===== src/rtl/sram_rd_arbiter.sv =====
// sram_rd_arbiter
//   Shares one single-ported SRAM read interface among NUM_CH read masters.
//   A round-robin arbiter grants one channel per cycle (combinational
//   grant, zero latency). A {valid, one-hot channel} tag pipeline that is
//   RD_LATENCY deep follows each issued read. When the read data comes back,
//   it is registered and steered to the owning channel with a one-hot valid.
//
// Ports
//   Clk         : clock, all logic on the rising edge
//   Rst         : asynchronous active-high reset
//   chRdEn      : per-channel read request, held until granted
//   chRdAddr    : per-channel address, channel i at [i*ADDR_WIDTH +: ADDR_WIDTH]
//   chRdGnt     : one-hot grant, same cycle as the winning request
//   chRdData    : registered read data, shared by all channels
//   chRdValid   : one-hot, marks the channel that owns chRdData
//   sramRdEn    : SRAM read enable
//   sramRdAddr  : SRAM read address (0 when idle)
//   sramRdData  : SRAM read data, valid RD_LATENCY cycles after sampled rdEn
module sram_rd_arbiter #(
  parameter int NUM_CH     = 4,
  parameter int ADDR_WIDTH = 10,
  parameter int DATA_WIDTH = 8,
  parameter int RD_LATENCY = 1
) (
  input  logic                         Clk,
  input  logic                         Rst,
  input  logic [NUM_CH-1:0]            chRdEn,
  input  logic [NUM_CH*ADDR_WIDTH-1:0] chRdAddr,
  output logic [NUM_CH-1:0]            chRdGnt,
  output logic [DATA_WIDTH-1:0]        chRdData,
  output logic [NUM_CH-1:0]            chRdValid,
  output logic                         sramRdEn,
  output logic [ADDR_WIDTH-1:0]        sramRdAddr,
  input  logic [DATA_WIDTH-1:0]        sramRdData
);

  localparam int PTR_W = $clog2(NUM_CH);
  localparam logic [PTR_W-1:0] LAST_CH = PTR_W'(NUM_CH - 1);

  logic [PTR_W-1:0]      r_ptr;
  logic [NUM_CH-1:0]     w_gnt;
  logic [PTR_W-1:0]      w_gnt_idx;
  logic                  w_gnt_any;
  logic [ADDR_WIDTH-1:0] w_addr;

  logic [RD_LATENCY-1:0] r_tag_vld;
  logic [NUM_CH-1:0]     r_tag_ch [RD_LATENCY];

  logic [NUM_CH-1:0]     r_rd_valid;
  logic [DATA_WIDTH-1:0] r_rd_data;

  // Round-robin grant. The first pass covers channels at or above the
  // pointer, and the second pass wraps to the channels below it. Together
  // they scan upward modulo NUM_CH without a modulo operator, so NUM_CH
  // that is not a power of two never yields an out-of-range index.
  always_comb begin
    w_gnt     = '0;
    w_gnt_idx = '0;
    w_gnt_any = 1'b0;
    if (!Rst) begin
      for (int i = 0; i < NUM_CH; i++) begin
        if (!w_gnt_any && chRdEn[i] && (PTR_W'(i) >= r_ptr)) begin
          w_gnt_any = 1'b1;
          w_gnt[i]  = 1'b1;
          w_gnt_idx = PTR_W'(i);
        end
      end
      for (int i = 0; i < NUM_CH; i++) begin
        if (!w_gnt_any && chRdEn[i] && (PTR_W'(i) < r_ptr)) begin
          w_gnt_any = 1'b1;
          w_gnt[i]  = 1'b1;
          w_gnt_idx = PTR_W'(i);
        end
      end
    end
  end

  // The grant is one-hot, so an OR-mux yields 0 when nothing is granted.
  always_comb begin
    w_addr = '0;
    for (int i = 0; i < NUM_CH; i++) begin
      if (w_gnt[i]) begin
        w_addr = w_addr | chRdAddr[i*ADDR_WIDTH +: ADDR_WIDTH];
      end
    end
  end

  always_ff @(posedge Clk or posedge Rst) begin
    if (Rst) begin
      r_ptr <= '0;
    end else if (w_gnt_any) begin
      r_ptr <= (w_gnt_idx == LAST_CH) ? '0 : w_gnt_idx + 1'b1;
    end
  end

  // Tag pipeline: stage 0 follows the SRAM read-enable edge. It never
  // stalls, so the last stage lines up with sramRdData.
  always_ff @(posedge Clk or posedge Rst) begin
    if (Rst) begin
      r_tag_vld <= '0;
      for (int s = 0; s < RD_LATENCY; s++) begin
        r_tag_ch[s] <= '0;
      end
    end else begin
      r_tag_vld[0] <= w_gnt_any;
      r_tag_ch[0]  <= w_gnt;
      for (int s = 1; s < RD_LATENCY; s++) begin
        r_tag_vld[s] <= r_tag_vld[s-1];
        r_tag_ch[s]  <= r_tag_ch[s-1];
      end
    end
  end

  // Return stage: capture the SRAM data and steer it to its owner. The data
  // register holds between returns.
  always_ff @(posedge Clk or posedge Rst) begin
    if (Rst) begin
      r_rd_valid <= '0;
      r_rd_data  <= '0;
    end else if (r_tag_vld[RD_LATENCY-1]) begin
      r_rd_valid <= r_tag_ch[RD_LATENCY-1];
      r_rd_data  <= sramRdData;
    end else begin
      r_rd_valid <= '0;
    end
  end

  assign chRdGnt    = w_gnt;
  assign sramRdEn   = w_gnt_any;
  assign sramRdAddr = w_addr;
  assign chRdValid  = r_rd_valid;
  assign chRdData   = r_rd_data;

endmodule


===== config.mk =====
export PLATFORM = sky130hd
export DESIGN_NAME = sram_rd_arbiter
export DESIGN_NICKNAME = d
export VERILOG_FILES = /design/src/rtl/sram_rd_arbiter.sv
export SDC_FILE = /design/constraint.sdc
export NUM_CORES = 1
export LEC_CHECK = 0
export CELL_PAD_IN_SITES_DETAIL_PLACEMENT = 0
export CELL_PAD_IN_SITES_GLOBAL_PLACEMENT = 2
export CORE_MARGIN = 2
export CORE_UTILIZATION = 20
export DETAILED_ROUTE_END_ITERATION = 6
export GPL_TIMING_DRIVEN = 1
export MAX_ROUTING_LAYER = met4
export PLACE_DENSITY = 0.89
export SKIP_CTS_REPAIR_TIMING = 1
export SLEW_MARGIN = 0
export SYNTH_ARGS = -nofsm -noshare
export SYNTH_HDL_FRONTEND = slang
export SYNTH_SLANG_ARGS = --single-unit

===== constraint.sdc =====
create_clock -name Clk -period 2.85 [get_ports Clk]
set_input_delay 0.855 -clock Clk [delete_from_list [all_inputs] [get_ports Clk]]
set_output_delay 0.855 -clock Clk [all_outputs]
set_load 0.005 [all_outputs]

Yosys cells after proc, flatten, opt, wreduce, memory -nomap -nowiden:

Index checks and enable logic that the tools add are counted.

* register bits after elaboration: 19
* output and inout port bits: 27
* word-level logic and storage cells: 78

* add/sub/neg operators: 1
* magnitude comparators: 8
* equal/unequal tests: 1
* mux-type cells: 38
* bitwise operators: 3
* reductions and logical operators: 22

Operators by type and width (number)
* two-way mux 10 bit: 4
* OR 10 bit: 3
* two-way mux 1 bit: 24
* two-way mux 2 bit: 8
* logical AND 1 bit: 15
* two-way mux 4 bit: 2
* zero test 1 bit: 7
* greater-or-equal comparator 1 x 2 -> 1 bit, first input constant: 2
* greater-or-equal comparator 2 bit, first input constant: 2
* less-than comparator 1 x 2 -> 1 bit, first input constant: 2
* less-than comparator 2 bit, first input constant: 2
* adder 2 x 1 -> 2 bit, second input constant: 1
* equality test 2 bit, second input constant: 1

Longest topological paths before layout:

Gate-level depths: netlist (run 1).

* depth after elaboration: 46
* mapped depth: 6

Worst setup path before layout (run 1):

Ideal clock, no wire load.

* path kind: input to output
* start point: input port Rst
* end point: output port sramRdAddr[0]
* arrival: 1.707 ns
* data required time: 1.995 ns
* slack: 0.288 ns
* cell stages on the path: 6
* cell sequence: clkbuf_1 > buf_2 > inv_1 > buf_6 > nand4_1 > nand4_1

* cells in the longest elaborated chain, start to end: 8

Ends and longest elaborated chain
* start: declaration: line 26 `input logic Rst,`
* two-way mux 4 bit (*): line 60 `if (!Rst) begin`
* two-way mux 10 bit: line 82 `if (w_gnt[i]) begin`
* OR 10 bit: line 83 `w_addr = w_addr | chRdAddr[i*ADDR_WIDTH +: ADDR_WIDTH];`
* two-way mux 10 bit: line 82
* OR 10 bit: line 83
* two-way mux 10 bit: line 82
* OR 10 bit: line 83
* two-way mux 10 bit (*): line 82
* end: declaration: line 33 `output logic [ADDR_WIDTH-1:0] sramRdAddr,`

Every way passes the cells marked *; elsewhere a longest branch is shown, timed or not.

Worst setup path in the final report (run 1):

* start point: input port chRdEn[3]
* end point: output port sramRdAddr[0]

* cells in the longest elaborated chain, start to end: 25

Ends and longest elaborated chain
* start: declaration: line 27 `input logic [NUM_CH-1:0] chRdEn,`
* logical AND 1 bit (2 in series): line 62 `if (!w_gnt_any && chRdEn[i] && (PTR_W'(i) >= r_ptr)) begin`
* two-way mux 1 bit: line 62
* two-way mux 1 bit: line 60
* zero test 1 bit: line 69 `if (!w_gnt_any && chRdEn[i] && (PTR_W'(i) < r_ptr)) begin`
* logical AND 1 bit (2 in series): line 69
* two-way mux 1 bit: line 69
* two-way mux 1 bit: line 60
* zero test 1 bit: line 69
* [... 5 more ...]
* logical AND 1 bit (2 in series): line 69
* two-way mux 1 bit: line 69
* two-way mux 1 bit: line 60
* zero test 1 bit: line 69
* logical AND 1 bit (2 in series): line 69
* two-way mux 1 bit: line 69
* two-way mux 4 bit (*): line 60
* two-way mux 10 bit (*): line 82

Every way passes the cells marked *; elsewhere a longest branch is shown, timed or not. The select of a mux whose other input is x is not followed.

==> results_dict.tcl, run 1 <==
set metrics [dict create \
    synth-main-ff-cell "dfrtp_1" \
    antenna_found_initial 0 \
    coreArea_sq_mm 0.006350 \
    rsz0062_at_grt "yes" \
    required_ps 2000 \
    period_needed_ps 2973 \
    cts_tree "yes" \
    cts-htree-levels 1 \
    die_w_um 84.82 \
    grt_pass1_wl_um 7189 \
    cp_max_fo 3 \
    skew_ps 1.800 \
    clkSinkCount 19 \
    whs_ps 457.3 \
    max_stage_delay_ps 390 \
    final_util_pct 40.37 \
    slew_headroom_pct 72.09 \
    cap_violations 0 \
    synth_commonest_cells "nand4_1 (30), nand3_1 (20), dfrtp_1 (19)" \
    slew_viol_final 0 \
    syn_area_per_cell_sq_um 9.466 \
    hold_violations 0 \
    drc_errors 0 \
    cts_buffers 3 \
    clk_latency_ps 250 \
    synth.net_count 192 \
    drive_above_1_share_pct 39.29 \
    synth_seq_cells 19 \
    overflow 0 \
    critical_path_arrival_ps 2120 \
    power_density_mw_per_mm2 430.2 \
    worst_slew_pin_slew_ps 418.7 \
    syn_to_final_growth_pct 96.26 \
    grt_pass1_vias 1460 \
    synth_area_sq_mm 0.001306 \
    place_congestion 0.8126 \
    pre_cts_ws_ps -750.0 \
    root_buffer "clkbuf_8" \
    detail-route-antenna-nets 0 \
    drt-initial-drc-count 33 \
    num_io_pins 81 \
    grt_usage_pct 12.53 \
    ys_types 33 \
    place.detailed.hpwl_um 3602 \
    die_h_um 84.82 \
    period_share_pct 104.3 \
    p_leak_nw 1.181 \
    routed_wirelength_um 4800 \
    clock_path_buffers 2 \
    grt_max_degree 14 \
    synth_most_common_cell "nand4_1" \
    vias_per_cell 4.559 \
    clkSlewWorstSetupHoldPaths_ps 70 \
    vias 1500 \
    wl_per_cell_um 14.59 \
    synth_top_area_cell "dfrtp_1" \
    status "complete, but fails checks" \
    netlist.area_leader.share_pct 36.40 \
    start_util_pct 20.57 \
    worstSetupEndpointType "output pin" \
    timing.fmax_mhz 336.3 \
    crit_type "input port to output pin" \
    drt-pass1-iter-count 4 \
    worstPathCellList "buf_8 > or3_4 > o311ai_4 > buf_4 > buf_6 > buf_6 > buf_6 > nand3_2 > nand4_1 > buf_2" \
    rows 29 \
    critPathMostFrequentCell "buf_6" \
    yosysWarnings 0 \
    synth-async-reset-ratio_pct 100.0 \
    port_buffers 80 \
    start_kind "input port" \
    worst_slack_ps -123.1 \
    yosysSeqAreaShare_pct 36.40 \
    slowest_stage "or3_4" \
    synth_edf_count 0 \
    die_area_sq_mm 0.007194 \
    diodes 0 \
    nets 307 \
    violations "setup timing" \
    min_path_type "register to register" \
    vdd_drop_max_uv 236.4 \
    synth_area_leaders "dfrtp_1 (36%), nand4_1 (14%), nand3_1 (7.7%), buf_6 (6.9%), mux2_2 (6.9%)" \
    setup_violations 5 \
    synthCells 138 \
]
## area by class of cell
cell class | count | area [sq um]
Clock buffer | 3 | 41.29
Tap cell | 77 | 96.34
Clock inverter | 1 | 5.005
Multi-Input combinational cell | 104 | 817.0
Fill cell | 627 | 3786
Inverter | 1 | 3.754
Timing Repair Buffer | 124 | 1124
Sequential cell | 19 | 476.7
## layout by cell type (no fill, tap or decap), types with 4 or more instances in the layout
cell type / synthesis / routed
clkbuf_2: 0 / 4
buf_6: 8 / 8
and2_1: 5 / 5
dfrtp_1: 19 / 18
nor2b_1: 5 / 4
clkdlybuf4s50_1: 0 / 60
mux2_2: 8 / 8
buf_4: 0 / 36
nor2_1: 5 / 4
buf_2: 3 / 8
nand3_1: 20 / 14
dlymetal6s2s_1: 0 / 7
and2b_2: 8 / 8
nand3_2: 1 / 7
nand4_1: 30 / 30
## sequential cells by signal, indices dropped and copies added (netlist names)
register   flops
chRdValid      4
chRdData       8
r_ptr          2
r_tag_ch       4
r_tag_vld      1
## per-layer routing
| layer | wire [um] | vias up | GRT usage, % |
|---|---|---|---|
| met3 | 237 | 4 | 2.043 |
| met5 | 0 | - | - |
| met4 | 41 | 0 | 2.597 |
| met2 | 2357 | 51 | 20.33 |
| li1 | - | 740 | - |
| met1 | 2164 | 705 | 16.60 |
## cells by family after synthesis
| group | share of synthesized area (%) |
|---|---|
| muxes | 6.897 |
| AOI/OAI and AO/OA | 5.939 |
| and+or+nand+nor | 40.81 |
| buffers and inverters | 9.961 |
| DFF | 36.40 |
## critical path: cells and delay by family
family                 cells  cell delay, ps
AOI/OAI and AO/OA          1             100
and+or+nand+nor            3             490
buffers and inverters      6             660
## stage by stage
stage | instance area, sq um | TNS, ps | std cells | total power, W
final | 2564 | -400.0 | 329 | 0.001103
after global placement | 2317 | -10040 | 313 | 0.0008057
after CTS | 2364 | -10510 | 317 | 0.0009937
after detailed placement | 2317 | -10510 | 313 | 0.0008083
after global routing | 2564 | -689.0 | 329 | 0.001172
after floorplan | 1306 | 0 | 138 | 0.0005549
## worst paths after layout
path / from / end / slack, ps / depth (start not counted)
worst max register to register: r_ptr[1] / r_ptr[0] / 1300 / 6
min in group asynchronous: Rst / chRdData[4] / 890 / 4
max in group asynchronous: Rst / r_ptr[1] / 1750 / 4
worst max-delay path: chRdEn[3] / sramRdAddr[0] / -120 / 10
worst min register to register: r_tag_ch[0] / chRdValid[0] / 460 / 1
worst min-delay path: r_tag_ch[0] / chRdValid[0] / 460 / 1
## report_power, final
group          internal, W  switching [W]
clock network    0.0000969      0.0000826
registers         0.000300      0.0000439
logic             0.000351       0.000229
No activity file was read; power rests on OpenSTA's default activity.
==> run 2: changes to the inputs <==
--- a/config.mk
+++ b/config.mk
@@ -7,7 +7,7 @@
 export LEC_CHECK = 0
 export CELL_PAD_IN_SITES_DETAIL_PLACEMENT = 0
 export CELL_PAD_IN_SITES_GLOBAL_PLACEMENT = 2
-export CORE_MARGIN = 2
+export CORE_MARGIN = 3
 export CORE_UTILIZATION = 20
 export DETAILED_ROUTE_END_ITERATION = 6
 export GPL_TIMING_DRIVEN = 1
==> run 2 against run 1 <==
  * Largest power group unchanged
  * Die area is 4.8% higher
  * Count of clock-buffer cells in the layout stayed put
  * The flow still finishes with violations (setup timing)
  * Via count is 4.3% higher
  * Worst setup slack better by 18 ps
  * Non-clock buffer count is 6 higher
  * Final area is 2.7% higher
  * Utilization is 2.6 points higher
  * Total power is 5.2% higher
  * Critical path type unchanged
  * Critical path depth stayed put
  * Critical endpoint is now sramRdAddr[8]
  * Final cell count is 1.2% higher
  * Register-to-register slack better by 40 ps
==> results_dict.tcl, run 2 (same netlist as run 1, synthesis figures left out) <==
set metrics [dict create \
    status "complete, but fails checks" \
    violations "setup timing" \
    num_io_pins 81 \
    detail-route-antenna-nets 0 \
    rsz0062_at_grt "yes" \
    comb_power_share_pct 55.9 \
    grt_max_degree 20 \
    highest_layer "met4" \
    slowest_stage "or3_4" \
    worst_slack_ps -104.8 \
    cp_top_family "buffers and inverters" \
    slew_headroom_pct 72.23 \
    cap_violations 0 \
    port_buffers 80 \
    drt-initial-drc-count 60 \
    clkSlewWorstSetupHoldPaths_ps 80 \
    wl_met2_um 2631 \
    whs_ps 458.2 \
    cp_max_fo 3 \
    drt-pass1-iter-count 4 \
    die_h_um 86.82 \
    place.detailed.hpwl_um 3692 \
    min_path_type "register to register" \
    vias 1565 \
    wl_per_cell_um 15.33 \
    clk_latency_ps 260 \
    overflow 0 \
    clkSinkCount 19 \
    final_util_pct 42.96 \
    grt_usage_pct 12.01 \
    nets 313 \
    multi_input_area_sq_um 822.0 \
    reg2reg_slack_ps 1340 \
    period_share_pct 103.7 \
    critical_path_arrival_ps 2100 \
    largest_reg_flops 8 \
    setup_violations 10 \
    power_density_mw_per_mm2 440.6 \
    coreArea_sq_mm 0.006131 \
    layout_common_cells "clkdlybuf4s50_1 (61), buf_4 (35), nand4_1 (30)" \
    start_kind "input port" \
    max_stage_delay_ps 390 \
    critPathMostFrequentCell "buf_6" \
    required_ps 2000 \
    p_int_w 0.0007814 \
    root_buffer "clkbuf_8" \
    min_path_cells 1 \
    wl_met1_um 2228 \
    pre_cts_ws_ps -800.0 \
    hold_path_end "chRdValid[0]" \
    clock_path_buffers 2 \
    grt_pass1_wl_um 7003 \
    p_leak_nw 1.171 \
    drive_above_1_share_pct 42.64 \
    p_seq_share_pct 27.7 \
    grt_pass1_vias 1388 \
    start_util_pct 21.31 \
    vdd_drop_max_uv 246.0 \
    die_w_um 86.82 \
    hold_violations 0 \
    reg2reg_depth 8 \
    crit_type "input port to output pin" \
    wl_met3_um 210 \
    clkPwrFrac_pct 16.4 \
    power_switching_share_pct 32.67 \
    rows 28 \
    antenna_found_initial 0 \
    p_sw_w 0.0003792 \
    final_common_cell "clkdlybuf4s50_1" \
    skew_ps 7.838 \
    min_from "r_tag_ch[0]" \
    worstPathCellList "buf_6 > buf_6 > or3_4 > o221ai_4 > buf_6 > buf_6 > buf_6 > nand3_2 > nand4_1 > clkbuf_2" \
    cp_num_buf_inv 6 \
    diodes 0 \
    place_congestion 0.7977 \
    timing.rr.end "r_ptr[1]" \
    worstSetupEndpointType "output pin" \
    cts_buffers 3 \
    rr_startpoint "r_ptr[0]" \
    syn_to_final_growth_pct 101.6 \
    routed_wirelength_um 5106 \
    fin_setup_tns_ps -574.5 \
    worst_slew_pin_slew_ps 416.6 \
    cts_tree "yes" \
    slew_viol_final 0 \
    regArea_sq_um 475.5 \
    fillers 590 \
    period_needed_ps 2955 \
    cts-htree-levels 1 \
    timing.fmax_mhz 338.4 \
    die_area_sq_mm 0.007537 \
    drc_errors 0 \
    vias_per_cell 4.700 \
]
-- run 2: cell count changes in the layout (fill, tap and decap cells not counted), sizes merged --
cell / delta
buf: +9
clkbuf: -1
clkdlybuf4s50: +1
clkinv: -1
clkinvlp: +1
dlymetal6s2s: -3
-- run 2: how the worst max path moves through the flow --
stage / slack [ps] / cells after the start / end / startpoint
global placement: -790 / 8 / chRdGnt[3] / chRdEn[0]
floorplan: 290 / 6 / sramRdAddr[0] / Rst
CTS: -800 / 7 / chRdGnt[0] / chRdEn[1]
global route: -150 / 10 / sramRdAddr[8] / chRdEn[3]
detailed placement: -800 / 7 / chRdGnt[0] / chRdEn[1]
finish: -100 / 10 / sramRdAddr[8] / chRdEn[3]
-- run 2: layout make-up --
class                      instances  share of cell area, %
clock buffer                       3                  1.568
clock inverter                     1                 0.2850
inverter                           1                 0.1425
multi-input combinational        104                  31.21
sequential                        19                  18.05
tap                               75                  3.563
timing repair buffer             130                  45.18
-- run 2: layer usage --
| metal | global-route usage, % | vias up |
|---|---|---|
| li1 | - | 760 |
| met2 | 19.25 | 44 |
| met3 | 2.281 | 4 |
| met5 | - | - |
| met4 | 1.700 | 0 |
| met1 | 16.06 | 757 |
-- run 2: through the flow --
stage / power [W] / std cells / cell area, sq um
floorplan: 0.0005549 / 138 / 1306
global placement: 0.0008162 / 313 / 2330
detailed placement: 0.0008212 / 313 / 2330
CTS: 0.001018 / 317 / 2379
global route: 0.001224 / 333 / 2634
finish: 0.001161 / 333 / 2634
-- run 2: power groups by stage --
| stage | Sequential [W] | Clock [W] | Combinational, W |
|---|---|---|---|
| after CTS | 0.000320 | 0.000201 | 0.000497 |
| after floorplan | 0.000321 | 0 | 0.000234 |
| after detailed placement | 0.000325 | 0 | 0.000496 |
| after global placement | 0.000325 | 0 | 0.000491 |
| after global routing | 0.000326 | 0.000210 | 0.000688 |
| final | 0.000322 | 0.000190 | 0.000649 |
==> run 3: changes to the inputs <==
--- a/config.mk
+++ b/config.mk
@@ -12,7 +12,7 @@
 export DETAILED_ROUTE_END_ITERATION = 6
 export GPL_TIMING_DRIVEN = 1
 export MAX_ROUTING_LAYER = met4
-export PLACE_DENSITY = 0.89
+export PLACE_DENSITY_LB_ADDON = 0.1
 export SKIP_CTS_REPAIR_TIMING = 1
 export SLEW_MARGIN = 0
 export SYNTH_ARGS = -nofsm -noshare
==> run 3 against run 2 <==
  * The flow still finishes with violations (setup timing)
  * Worst setup slack worse by 29 ps
  * Highest routed layer unchanged
  * Global-route usage is 1.1 points higher
  * Largest power group unchanged
  * Flip-flop and latch count stayed put
  * Register-to-register slack worse by 100 ps
  * Clock power is 3% lower
  * Clock skew is 7.3 ps lower
==> results_dict.tcl, run 3 (same netlist as run 1, synthesis figures left out) <==
set metrics [dict create \
    clkSlewWorstSetupHoldPaths_ps 70 \
    worstSetupEndpointType "output pin" \
    grt_pass1_wl_um 7548 \
    diodes 0 \
    timing.fmax_mhz 335.1 \
    whs_ps 461.6 \
    fin_setup_tns_ps -764.5 \
    overflow 0 \
    min_path_cells 1 \
    detail-route-antenna-nets 0 \
    cts_tree "yes" \
    syn_to_final_growth_pct 108.7 \
    clk_latency_ps 250 \
    required_ps 2000 \
    die_h_um 86.82 \
    p_leak_nw 1.236 \
    min_path_type "register to register" \
    violations "setup timing" \
    coreArea_sq_mm 0.006131 \
    grt_usage_pct 13.08 \
    power_density_mw_per_mm2 449.6 \
    reg2reg_depth 7 \
    period_needed_ps 2984 \
    place.detailed.hpwl_um 4061 \
    start_kind "input port" \
    slew_headroom_pct 72.00 \
    drt-pass1-iter-count 4 \
    antenna_found_initial 0 \
    largest_reg_flops 8 \
    p_seq_share_pct 26.3 \
    clock_path_buffers 2 \
    p_int_w 0.0008293 \
    drc_errors 0 \
    clkPwrFrac_pct 15.0 \
    cp_max_fo 4 \
    rows 28 \
    die_w_um 86.82 \
    grt_pass1_vias 1462 \
    wl_per_cell_um 15.61 \
    setup_violations 10 \
    power_switching_share_pct 32.34 \
    nets 321 \
    place_congestion 0.8287 \
    cap_violations 0 \
    drive_above_1_share_pct 44.74 \
    root_buffer "clkbuf_8" \
    worst_slew_pin_slew_ps 419.9 \
    num_io_pins 81 \
    die_area_sq_mm 0.007537 \
    slowest_stage "or3_4" \
    pre_cts_ws_ps -779.9 \
    final_common_cell "clkdlybuf4s50_1" \
    rsz0062_at_grt "yes" \
    critical_path_arrival_ps 2130 \
    final_area_sq_mm 0.002726 \
    slew_viol_final 0 \
    period_share_pct 104.7 \
    status "complete, but fails checks" \
    max_stage_delay_ps 390 \
    cts-htree-levels 1 \
    skew_ps 0.5356 \
    cts_buffers 3 \
    worstPathCellList "buf_6 > buf_6 > or3_4 > o221ai_4 > buf_6 > buf_6 > buf_6 > nand3_2 > nand4_1 > buf_2" \
    grt_max_degree 20 \
    port_buffers 80 \
    comb_power_share_pct 58.7 \
    layout_common_cells "clkdlybuf4s50_1 (61), buf_4 (39), nand4_1 (30)" \
    vias 1605 \
    clkSinkCount 19 \
    vias_per_cell 4.707 \
    crit_type "input port to output pin" \
    start_util_pct 21.31 \
    p_sw_w 0.0003964 \
    routed_wirelength_um 5324 \
    total_power_w 0.001226 \
    critPathMostFrequentCell "buf_6" \
    drt-initial-drc-count 84 \
    reg2reg_slack_ps 1240 \
    worst_slack_ps -134.1 \
    hold_violations 0 \
    vdd_drop_max_uv 213.9 \
    place_area_sq_mm 0.002322 \
]
## run 3: changes by cell type in the layout (fill, tap and decap cells not counted), sizes merged
cell          delta
dlymetal6s2s     +1
clkinv           +1
buf              +7
clkinvlp         -1
## run 3: power groups by stage
stage	clock network (W)	registers, W	logic (W)
floorplan	0	0.000321	0.000234
global placement	0	0.000323	0.000499
detailed placement	0	0.000326	0.000506
CTS	0.000190	0.000320	0.000508
global route	0.000203	0.000327	0.000768
finish	0.000184	0.000322	0.000719
## run 3: through the flow
step | utilization (%) | instances
2_1_floorplan | - | 138
3_3_place_gp | 37.88 | 312
3_5_place_dp | 37.88 | 312
4_1_cts | 38.63 | 316
5_1_grt | 44.47 | 341
6_report | 44.47 | 341
## run 3: critical path, delay by kind of cell
family | cells | cell delay [ps]
AO/OA/AOI/OAI | 1 | 90
buffers and inverters | 6 | 660
AND/OR/NAND/NOR | 3 | 520
## run 3: cell type report
type	count	area [sq um]
Clock buffer	3	41.29
Clock inverter	1	5.005
Fill cell	611	3405
Inverter	1	3.754
Multi-Input combinational cell	104	844.6
Sequential cell	19	475.5
Tap cell	75	93.84
Timing Repair Buffer	138	1262
## run 3: layer usage
| layer | track usage, % | vias to the layer above | routed length [um] |
|---|---|---|---|
| met3 | 2.281 | 2 | 317 |
| met1 | 18.05 | 773 | 2422 |
| li1 | - | 773 | - |
| met4 | 2.266 | 0 | 24 |
| met2 | 20.29 | 57 | 2560 |
| met5 | - | - | 0 |
## run 3: final timing paths
kind                        startpoint            end
max                          chRdEn[3]  sramRdAddr[4]
min reg2reg                r_tag_ch[3]   chRdValid[3]
min in group asynchronous          Rst    r_tag_ch[0]
max in group asynchronous          Rst       r_ptr[1]
max reg2reg                   r_ptr[0]       r_ptr[0]
min                        r_tag_ch[3]   chRdValid[3]
